### src/rtl/cv32e40p_pkg.sv
// Shared types and helpers for the register-file write-back stage.
package cv32e40p_pkg;

    localparam int unsigned RF_ADDR_WIDTH = 6;

    typedef enum logic [1:0] {
        WB_SRC_NONE = 2'd0,
        WB_SRC_LSU  = 2'd1,
        WB_SRC_MUL  = 2'd2
    } wb_src_e;

    // Bit 5 selects the FP bank; x0 is hardwired to zero.
    function automatic logic wb_addr_writable(input logic [RF_ADDR_WIDTH-1:0] addr,
                                              input logic fpu,
                                              input logic zfinx);
        if (addr == '0) begin
            return 1'b0;
        end
        if (addr[RF_ADDR_WIDTH-1]) begin
            return fpu && !zfinx;
        end
        return 1'b1;
    endfunction

endpackage

### src/rtl/cv32e40p_rf_wb_arbiter.sv
// Port-B arbiter: LSU has priority, MULT is forced through after STARVE_LIMIT lost cycles.
module cv32e40p_rf_wb_arbiter #(
    parameter int unsigned STARVE_LIMIT = 4
) (
    input  logic       clk,
    input  logic       rst_n,
    input  logic       lsu_valid,
    input  logic       mul_valid,
    output logic [1:0] grant
);

    localparam int unsigned CW = $clog2(STARVE_LIMIT + 1);
    localparam logic [CW-1:0] LIMIT = CW'(STARVE_LIMIT);

    logic [CW-1:0] starve_cnt;
    logic          force_mul;

    // grant[0] = LSU, grant[1] = MULT; nothing is granted while in reset.
    always_comb begin
        force_mul = mul_valid && (starve_cnt == LIMIT);
        grant     = 2'b00;
        if (rst_n) begin
            if (lsu_valid && !force_mul) begin
                grant[0] = 1'b1;
            end else if (mul_valid) begin
                grant[1] = 1'b1;
            end
        end
    end

    always_ff @(posedge clk or negedge rst_n) begin
        if (!rst_n) begin
            starve_cnt <= '0;
        end else if (!mul_valid || grant[1]) begin
            starve_cnt <= '0;
        end else if (starve_cnt != LIMIT) begin
            starve_cnt <= starve_cnt + CW'(1);
        end
    end

endmodule

### src/rtl/cv32e40p_rf_wb_stage.sv
// Write-back stage: EX on port A, arbitrated LSU/MULT on port B, plus the busy scoreboard for ID.
module cv32e40p_rf_wb_stage
    import cv32e40p_pkg::*;
#(
    parameter int unsigned ADDR_WIDTH   = 6,
    parameter int unsigned DATA_WIDTH   = 32,
    parameter int unsigned FPU          = 0,
    parameter int unsigned ZFINX        = 0,
    parameter int unsigned STARVE_LIMIT = 4
) (
    input  logic                       clk,
    input  logic                       rst_n,
    input  logic                       ex_we_i,
    input  logic [ADDR_WIDTH-1:0]      ex_waddr_i,
    input  logic [DATA_WIDTH-1:0]      ex_wdata_i,
    input  logic                       lsu_valid_i,
    output logic                       lsu_ready_o,
    input  logic [ADDR_WIDTH-1:0]      lsu_waddr_i,
    input  logic [DATA_WIDTH-1:0]      lsu_wdata_i,
    input  logic                       mul_valid_i,
    output logic                       mul_ready_o,
    input  logic [ADDR_WIDTH-1:0]      mul_waddr_i,
    input  logic [DATA_WIDTH-1:0]      mul_wdata_i,
    input  logic                       issue_we_i,
    input  logic [ADDR_WIDTH-1:0]      issue_waddr_i,
    output logic [2**ADDR_WIDTH-1:0]   busy_o,
    output logic [ADDR_WIDTH-1:0]      waddr_a_o,
    output logic [DATA_WIDTH-1:0]      wdata_a_o,
    output logic                       we_a_o,
    output logic [ADDR_WIDTH-1:0]      waddr_b_o,
    output logic [DATA_WIDTH-1:0]      wdata_b_o,
    output logic                       we_b_o
);

    localparam logic FPU_EN   = (FPU != 0);
    localparam logic ZFINX_EN = (ZFINX != 0);

    logic [1:0]               grant;
    wb_src_e                  b_src;
    logic [ADDR_WIDTH-1:0]    b_addr;
    logic [DATA_WIDTH-1:0]    b_data;
    logic                     b_go;
    logic                     ex_wr;
    logic                     b_wr;
    logic [2**ADDR_WIDTH-1:0] busy_next;

    cv32e40p_rf_wb_arbiter #(
        .STARVE_LIMIT (STARVE_LIMIT)
    ) u_arbiter (
        .clk       (clk),
        .rst_n     (rst_n),
        .lsu_valid (lsu_valid_i),
        .mul_valid (mul_valid_i),
        .grant     (grant)
    );

    assign lsu_ready_o = grant[0];
    assign mul_ready_o = grant[1];

    always_comb begin
        b_src  = WB_SRC_NONE;
        b_addr = lsu_waddr_i;
        b_data = lsu_wdata_i;
        if (grant[0]) begin
            b_src = WB_SRC_LSU;
        end else if (grant[1]) begin
            b_src  = WB_SRC_MUL;
            b_addr = mul_waddr_i;
            b_data = mul_wdata_i;
        end
    end

    assign b_go  = (b_src != WB_SRC_NONE);
    assign ex_wr = ex_we_i && wb_addr_writable(ex_waddr_i, FPU_EN, ZFINX_EN);
    // Port B is always the older write; drop it so the regfile's B priority cannot clobber EX.
    assign b_wr  = b_go && wb_addr_writable(b_addr, FPU_EN, ZFINX_EN)
                   && !(ex_wr && (ex_waddr_i == b_addr));

    always_comb begin
        busy_next = busy_o;
        if (b_go) begin
            busy_next[b_addr] = 1'b0;
        end
        if (issue_we_i && wb_addr_writable(issue_waddr_i, FPU_EN, ZFINX_EN)) begin
            busy_next[issue_waddr_i] = 1'b1;
        end
        busy_next[0] = 1'b0;
    end

    always_ff @(posedge clk or negedge rst_n) begin
        if (!rst_n) begin
            we_a_o    <= 1'b0;
            waddr_a_o <= '0;
            wdata_a_o <= '0;
            we_b_o    <= 1'b0;
            waddr_b_o <= '0;
            wdata_b_o <= '0;
            busy_o    <= '0;
        end else begin
            we_a_o    <= ex_wr;
            waddr_a_o <= ex_waddr_i;
            wdata_a_o <= ex_wdata_i;
            we_b_o    <= b_wr;
            if (b_go) begin
                waddr_b_o <= b_addr;
                wdata_b_o <= b_data;
            end
            busy_o    <= busy_next;
        end
    end

endmodule

### config.mk
export PLATFORM = sky130hd
export DESIGN_NAME = cv32e40p_rf_wb_stage
export DESIGN_NICKNAME = d
export VERILOG_FILES = /design/src/rtl/cv32e40p_pkg.sv /design/src/rtl/cv32e40p_rf_wb_arbiter.sv /design/src/rtl/cv32e40p_rf_wb_stage.sv
export SDC_FILE = /design/constraint.sdc
export NUM_CORES = 1
export LEC_CHECK = 0
export BUFFER_PORTS_ARGS = -buffer_cell sky130_fd_sc_hd__buf_2
export CORE_MARGIN = 4
export CORE_UTILIZATION = 46
export CTS_CLUSTER_SIZE = 10
export DETAILED_ROUTE_END_ITERATION = 6
export GPL_TIMING_DRIVEN = 0
export HOLD_SLACK_MARGIN = 0.15
export PLACE_DENSITY = 0.79
export SETUP_SLACK_MARGIN = 0.2
export SLEW_MARGIN = 10
export SYNTH_ARGS = -nofsm -noshare
export SYNTH_HDL_FRONTEND = slang
export SYNTH_SLANG_ARGS = --single-unit
export TNS_END_PERCENT = 20
### constraint.sdc
create_clock -name clk -period 2.3 [get_ports clk]
set_input_delay 0.115 -clock clk [delete_from_list [all_inputs] [get_ports clk]]
set_output_delay 0.115 -clock clk [all_outputs]
set_load 0.05 [all_outputs]
* Word-level counts from Yosys, hierarchy flattened
Cells that the tools add are included.
Widths: inputs -> output; s select.
** Operators by class
- $add $sub $neg :: 1
- $lt $le $gt $ge :: 4
- Eq/ne operators :: 3
- Multiplexer cells :: 39
- Bitwise gates (word level) :: 3
- Reduce and logical (&&, ||, !) cells :: 18
** Operator list (count)
- $mux 64 :: 2
- $and 64x64->64 :: 1
- $mux 32 :: 2
- $not 64->64 :: 1
- $or 64x64->64 :: 1
- $mux 1 :: 26
- $logic_not 6->1 :: 3
- $lt 6x7->1 const B :: 2
- $demux 1 s6 :: 2
- $ge 6x1->1 const B :: 2
- $mux 6 :: 2
- $logic_and 1x1->1 :: 9
- $eq 6x6->1 :: 1
- $mux 2 :: 3
- $mux 3 :: 2
- $reduce_bool 2->1 :: 2
- $add 3x1->3 const B :: 1
- $eq 3x3->1 const B :: 1
- $logic_not 1->1 :: 3
- $ne 3x3->1 const B :: 1
- $logic_or 1x1->1 :: 1
** Storage, ports and cells
- Register bits after elaboration :: 144

* Longest topological paths before layout
- Depth in word-level cells :: 17
- Gate-level depth with buffers :: 10
- Depth with buffers taken out :: 8

* Cells and area by module
Synthesis repeated with hierarchy kept, for this count alone.
** Second synthesis, totals
- Cells, all modules :: 501
- Area total of the unflattened synthesis :: 5803.1 µm²
** Modules (own cells, without submodules)
- cv32e40p_rf_wb_stage :: instances 1, cells an instance 478, area each 5585.4 µm², seq. area each 3528.4 µm²
- cv32e40p_rf_wb_arbiter :: instances 1, cells an instance 23, area each 217.7 µm², seq. area each 75.1 µm²

* Worst setup path after synthesis
OpenSTA, ideal clock, no wires.
- Path type :: register -> register
- Start :: register u_arbiter.starve_cnt[0]
- End :: register wdata_b_o[24]
- Data arrival time :: 1.977 ns
- Path slack :: 0.196 ns
- Stages on the path, launching flop included :: 11
- Buffers on the path :: 3
- Period minus slack after synthesis :: 2.104 ns
- Path through :: dfrtp_1 > inv_1 > ha_1 > a21bo_1 > buf_6 > nand2_2 > inv_1 > buf_4 > buf_2 > a222oi_1 > inv_1
** On the way
- Longest elaborated chain between the ends :: 9
- Elaborated cells on any way between the ends :: 12
- Classes of those cells :: eq/ne (1); mux (7); reduce/logical (4)
** Ends and longest elaborated chain
- start, declared :: RTL line cv32e40p_rf_wb_arbiter.sv:15 : logic [CW-1:0] starve_cnt;
- start signal, assigned :: RTL line cv32e40p_rf_wb_arbiter.sv:37 : starve_cnt <= starve_cnt + CW'(1);
- $eq 3x3->1 * :: RTL line cv32e40p_rf_wb_arbiter.sv:20 : force_mul = mul_valid && (starve_cnt == LIMIT);
- $logic_and 1x1->1 * :: RTL line cv32e40p_rf_wb_arbiter.sv:20
- $logic_not 1->1 * :: RTL line cv32e40p_rf_wb_arbiter.sv:23 : if (lsu_valid && !force_mul) begin
- $logic_and 1x1->1 * :: RTL line cv32e40p_rf_wb_arbiter.sv:23
- $mux 1 * :: RTL line cv32e40p_rf_wb_arbiter.sv:23
- $mux 2 * :: RTL line cv32e40p_rf_wb_arbiter.sv:22 : if (rst_n) begin
- named net mul_ready_o :: RTL line cv32e40p_rf_wb_stage.sv:21 : output logic mul_ready_o,
- $mux 2 :: RTL line cv32e40p_rf_wb_stage.sv:66 : end else if (grant[1]) begin
- $mux 2 :: RTL line cv32e40p_rf_wb_stage.sv:64 : if (grant[0]) begin
- $reduce_bool 2->1 :: RTL line cv32e40p_rf_wb_stage.sv:73 : assign b_go = (b_src != WB_SRC_NONE);
- end signal, assigned :: RTL line cv32e40p_rf_wb_stage.sv:106 : wdata_b_o <= b_data;
- end, declared :: RTL line cv32e40p_rf_wb_stage.sv:31 : output logic [DATA_WIDTH-1:0] wdata_b_o,
Mark *: on every way through the listed nets, which the timed path passes. The rest lies on a longest branch.
A chain may end at the register's enable or synchronous reset.

* Worst setup path in the final report
- Start :: register u_arbiter.starve_cnt[1]
- End :: output port mul_ready_o
** On the way
- Longest elaborated chain between the ends :: 6
** Ends and longest elaborated chain (RTL line)
- $eq 3x3->1 :: cv32e40p_rf_wb_arbiter.sv:20
- $logic_and 1x1->1 :: cv32e40p_rf_wb_arbiter.sv:20
- $logic_not 1->1 :: cv32e40p_rf_wb_arbiter.sv:23
- $logic_and 1x1->1 :: cv32e40p_rf_wb_arbiter.sv:23
- $mux 1 :: cv32e40p_rf_wb_arbiter.sv:23
- $mux 2 :: cv32e40p_rf_wb_arbiter.sv:22
- end, declared :: cv32e40p_rf_wb_stage.sv:21
Every way passes these cells.

==> out/results.txt <==
clk slew on worst S/H paths: 0.06 ns
Final Skew: 0.00843 ns
half-perimeter wire length after placement: 13.4 mm
Worst Setup Start Kind: flip-flop
largest stage delay on the critical path: 0.38 ns
Top-Level Pins: 270
Buffers on Ports: 267
number of fillers in the final layout: 759
CTS hold repair buffers: 121
Core Box Area: 12100 um2
startpoint of the most critical setup path: u_arbiter.starve_cnt[1]
arrival time reported for the critical path endpoint: 2.08 ns
RSZ-0062 raised after global routing: yes
Die Y: 119 um
top achievable clock speed: 457 MHz
total power per unit cell area: 789 nW/um2
HP Class: input port to asynchronous set/reset pin
post-placement setup slack: -0.587 ns
number of hold-slack violations in the final timing report: 114
cell repeated most along the worst path: sky130_fd_sc_hd__buf_6
status: finished with violations
Primary FF master, synth: sky130_fd_sc_hd__dfrtp_1
cell area after synthesis: 5680 um2
TritonCTS clock tree: built
fin. max-slew vios: 0
TritonCTS Buffers: 17
worst hold margin: -0.426 ns
#FFs+latches synth: 144
Post-DP Area: 7260 um2
layout net count: 1029
cell at the root of the clock tree: sky130_fd_sc_hd__clkbuf_16
cell types occupying the most area after synthesis: sky130_fd_sc_hd__dfrtp_1, sky130_fd_sc_hd__a222oi_1, sky130_fd_sc_hd__o21ai_0
Data required, critical path: 2.18 ns
number of synthesized flops with an enable pin: 0
DIE WIDTH: 119 um
largest area contributor in the synthesized netlist: sky130_fd_sc_hd__dfrtp_1
global-route wire length before repair: 35.0 mm
clock insertion delay at the later pin of the skew report: 0.43 ns
Clock Sink Count: 144
sequential cell area fraction in the yosys report: 63.5%
Crit Path Category: flip-flop to output port
fin crit period: 2.19 ns
Post-Syn Instances: 488
count of max-cap constraint violations: 0
final weighted congestion in routability-driven placement: 0.924
Syn Area/Cell: 11.6 um2
CP max FO: 10
max-slew headroom at the worst pin: 43.2%
leak pwr: 0.00469 uW
post-DR wirelength/cell: 20.8 um
overflow left after global routing: 0
via count: 6167
total wire length: 22.7 mm
final setup violating endpoints: 0
critical path, cell by cell: inv_1 -> ha_4 -> a21bo_1 -> buf_6 -> nand2_4 -> inv_4 -> buf_6 -> buf_6 -> buf_6
DRC marker count from the first detailed-route iteration: 741
vias per std cell: 5.67
Setup crit end kind: output port
Bufs on Longest Clock Path: 2
final worst path period share: 95.2%
DRC violation count after routing: 24
Yosys warnings: 0
async set-or-reset flop fraction in the synthesized netlist: 100%
net count after synthesis: 616
Core Rows: 40
fraction of layout instances using a drive strength above 1: 37.0%
area share of the largest cell type after synthesis: 63.5%
maximum number of pins on one net before global-route repair: 82
launch point of the worst reg-to-reg path: u_arbiter.starve_cnt[0]
Peak supply drop: 0.575 mV
crit path setup slack, layout: 0.110 ns
effective utilization at floorplan: 47.1%
post-route cell area: 9210 um2
Slew @ Worst Pin: 0.840 ns
Crit-path slowest cell: sky130_fd_sc_hd__dfrtp_1
Total Routing Usage GR: 32.0%
violated checks: design-rule violations, negative hold slack
Clock H-tree levels: 4
count of distinct cell types in the synthesized netlist: 52
number of antenna-violating nets in the routed design: 0
via count of the first global-routing pass: 6427
growth of design area from synthesis to finish: 62.1%
Die ar.: 14200 um2
initial antenna violation count: 5
number of iterations in the first detailed-routing pass: 7
## Yosys cell counts (2+ instances only)
cell / number
sky130_fd_sc_hd__buf_1: 3
sky130_fd_sc_hd__o21a_1: 33
sky130_fd_sc_hd__nor3_1: 7
sky130_fd_sc_hd__or3b_2: 3
sky130_fd_sc_hd__buf_2: 5
sky130_fd_sc_hd__ha_1: 2
sky130_fd_sc_hd__nor2_1: 13
sky130_fd_sc_hd__a21o_1: 2
sky130_fd_sc_hd__nor2b_1: 3
sky130_fd_sc_hd__a21oi_1: 6
sky130_fd_sc_hd__clkbuf_1: 10
sky130_fd_sc_hd__a31oi_1: 9
sky130_fd_sc_hd__a211oi_1: 5
sky130_fd_sc_hd__dfrtp_1: 144
sky130_fd_sc_hd__nor4_1: 6
sky130_fd_sc_hd__nand2b_1: 6
sky130_fd_sc_hd__and3_1: 6
sky130_fd_sc_hd__a222oi_1: 32
sky130_fd_sc_hd__nand3b_1: 3
sky130_fd_sc_hd__a41oi_1: 2
sky130_fd_sc_hd__nand3_1: 11
sky130_fd_sc_hd__and2_1: 2
sky130_fd_sc_hd__and3b_1: 2
sky130_fd_sc_hd__or4_1: 2
sky130_fd_sc_hd__or3_1: 3
sky130_fd_sc_hd__o21ai_0: 62
sky130_fd_sc_hd__inv_1: 44
sky130_fd_sc_hd__buf_4: 2
sky130_fd_sc_hd__o21ai_1: 5
sky130_fd_sc_hd__o2bb2ai_1: 3
sky130_fd_sc_hd__nand2_1: 26
sky130_fd_sc_hd__a2111oi_0: 3
sky130_fd_sc_hd__nor3b_1: 2
sky130_fd_sc_hd__a21boi_0: 3
## cell type report
type                    instances  area, um2  area share (%)
flip-flops and latches        144       3600            39.1
repair buffers                394       2640            28.6
multi-input cells             278       1890            20.5
clock buffers                  21        460            5.00
well taps                     168        210            2.28
inverters                      44        168            1.82
plain buffers                  22        119            1.29
clock inverters                11        108            1.17
diodes                          5       12.5           0.136
## sequential cells by signal, indices dropped and copies added, names as in the netlist
register,count
we_a_o,1
busy_o,63
u_arbiter.starve_cnt,3
wdata_b_o,32
waddr_b_o,6
waddr_a_o,6
wdata_a_o,32
we_b_o,1
## placed cells by master, fill, tap and decap left out, types with 3 or more instances in the layout
master	synthesis	final
sky130_fd_sc_hd__clkinvlp_4	0	5
sky130_fd_sc_hd__a21oi_1	6	6
sky130_fd_sc_hd__o2bb2ai_1	3	3
sky130_fd_sc_hd__buf_6	1	4
sky130_fd_sc_hd__o21ai_0	62	60
sky130_fd_sc_hd__nor4_1	6	6
sky130_fd_sc_hd__a31oi_2	1	4
sky130_fd_sc_hd__clkbuf_2	1	3
sky130_fd_sc_hd__nor2_1	13	13
sky130_fd_sc_hd__o21a_1	33	33
sky130_fd_sc_hd__buf_2	5	269
sky130_fd_sc_hd__buf_4	2	7
sky130_fd_sc_hd__clkbuf_16	0	17
sky130_fd_sc_hd__nor3_1	7	7
sky130_fd_sc_hd__or3b_2	3	3
sky130_fd_sc_hd__nand3_1	11	11
sky130_fd_sc_hd__a222oi_1	32	32
sky130_fd_sc_hd__dfrtp_1	144	144
sky130_fd_sc_hd__nand3b_1	3	3
sky130_fd_sc_hd__nand2_1	26	26
sky130_fd_sc_hd__and3_1	6	6
sky130_fd_sc_hd__nor2b_1	3	3
sky130_fd_sc_hd__or3_1	3	3
sky130_fd_sc_hd__a211oi_1	5	5
sky130_fd_sc_hd__a31oi_1	9	6
sky130_fd_sc_hd__diode_2	0	5
sky130_fd_sc_hd__nand2b_1	6	6
sky130_fd_sc_hd__o21ai_2	0	5
sky130_fd_sc_hd__inv_1	44	42
sky130_fd_sc_hd__dlygate4sd3_1	0	121
sky130_fd_sc_hd__clkbuf_1	10	10
## per-layer routing
metal	vias to the layer above	wire, um	track usage, %
li1	2642	-	-
met1	2959	7880	36.6
met2	431	11400	52.1
met3	133	1990	10.5
met4	2	1410	19.3
met5	-	12	0
## worst max-delay path: cells and delay by family (launching register included)
kind / cells / cell delay (ns)
buffers and inverters: 6 / 0.86
flip-flops: 1 / 0.38
adder cells (fa/ha/maj): 1 / 0.17
AO/OA/AOI/OAI: 1 / 0.13
AND/OR/NAND/NOR: 1 / 0.12
## logic make-up after synthesis
family / share of synthesized area (%)
and+or+nand+nor: 9.37
adders and majority gates: 0.441
other: 0.0660
muxes: 0.198
DFF: 63.5
AOI/OAI and AO/OA: 21.7
buffers and inverters: 4.76
## metrics by stage
| step | setup TNS [ns] | util (%) | power (uW) | hold WS (ns) | std cells |
|---|---|---|---|---|---|
| floorplan | 0 | - | 3870 | -0.181 | 488 |
| global placement | -308.97 | 59.9 | 4350 | 0.223 | 923 |
| detailed placement | -32.72 | 60.2 | 4390 | 0.154 | 924 |
| CTS | 0 | 75.7 | 7220 | -0.419 | 1078 |
| global route | -0.00335 | 76.3 | 7520 | -0.405 | 1086 |
| finish | 0 | 76.3 | 7260 | -0.426 | 1087 |
## repair_timing
action	4_1_cts	5_1_grt
gates cloned	0	0
pin swaps	1	3
setup endpoints to repair	93	83
endpoints found under the hold margin	254	144
buffers inserted	1	4
gates resized for setup	26	12
## worst paths after layout
kind	end	slack (ns)	depth (start not counted)
max	mul_ready_o	0.11	9
min	wdata_b_o[26]	-0.43	1
max reg2reg	busy_o[7]	0.12	9
min reg2reg	busy_o[57]	0.48	1
max in group asynchronous	busy_o[52]	2.02	2
min in group clk	u_arbiter.starve_cnt[0]	0.21	4
## power breakdown
group / internal [uW] / switching (uW) / leakage (uW)
clock network: 1550 / 1100 / 0.000262
registers: 2740 / 121 / 0.00183
logic: 512 / 1240 / 0.00259
total: 4800 / 2460 / 0.00469
No activity file was read; power rests on OpenSTA's default activity.
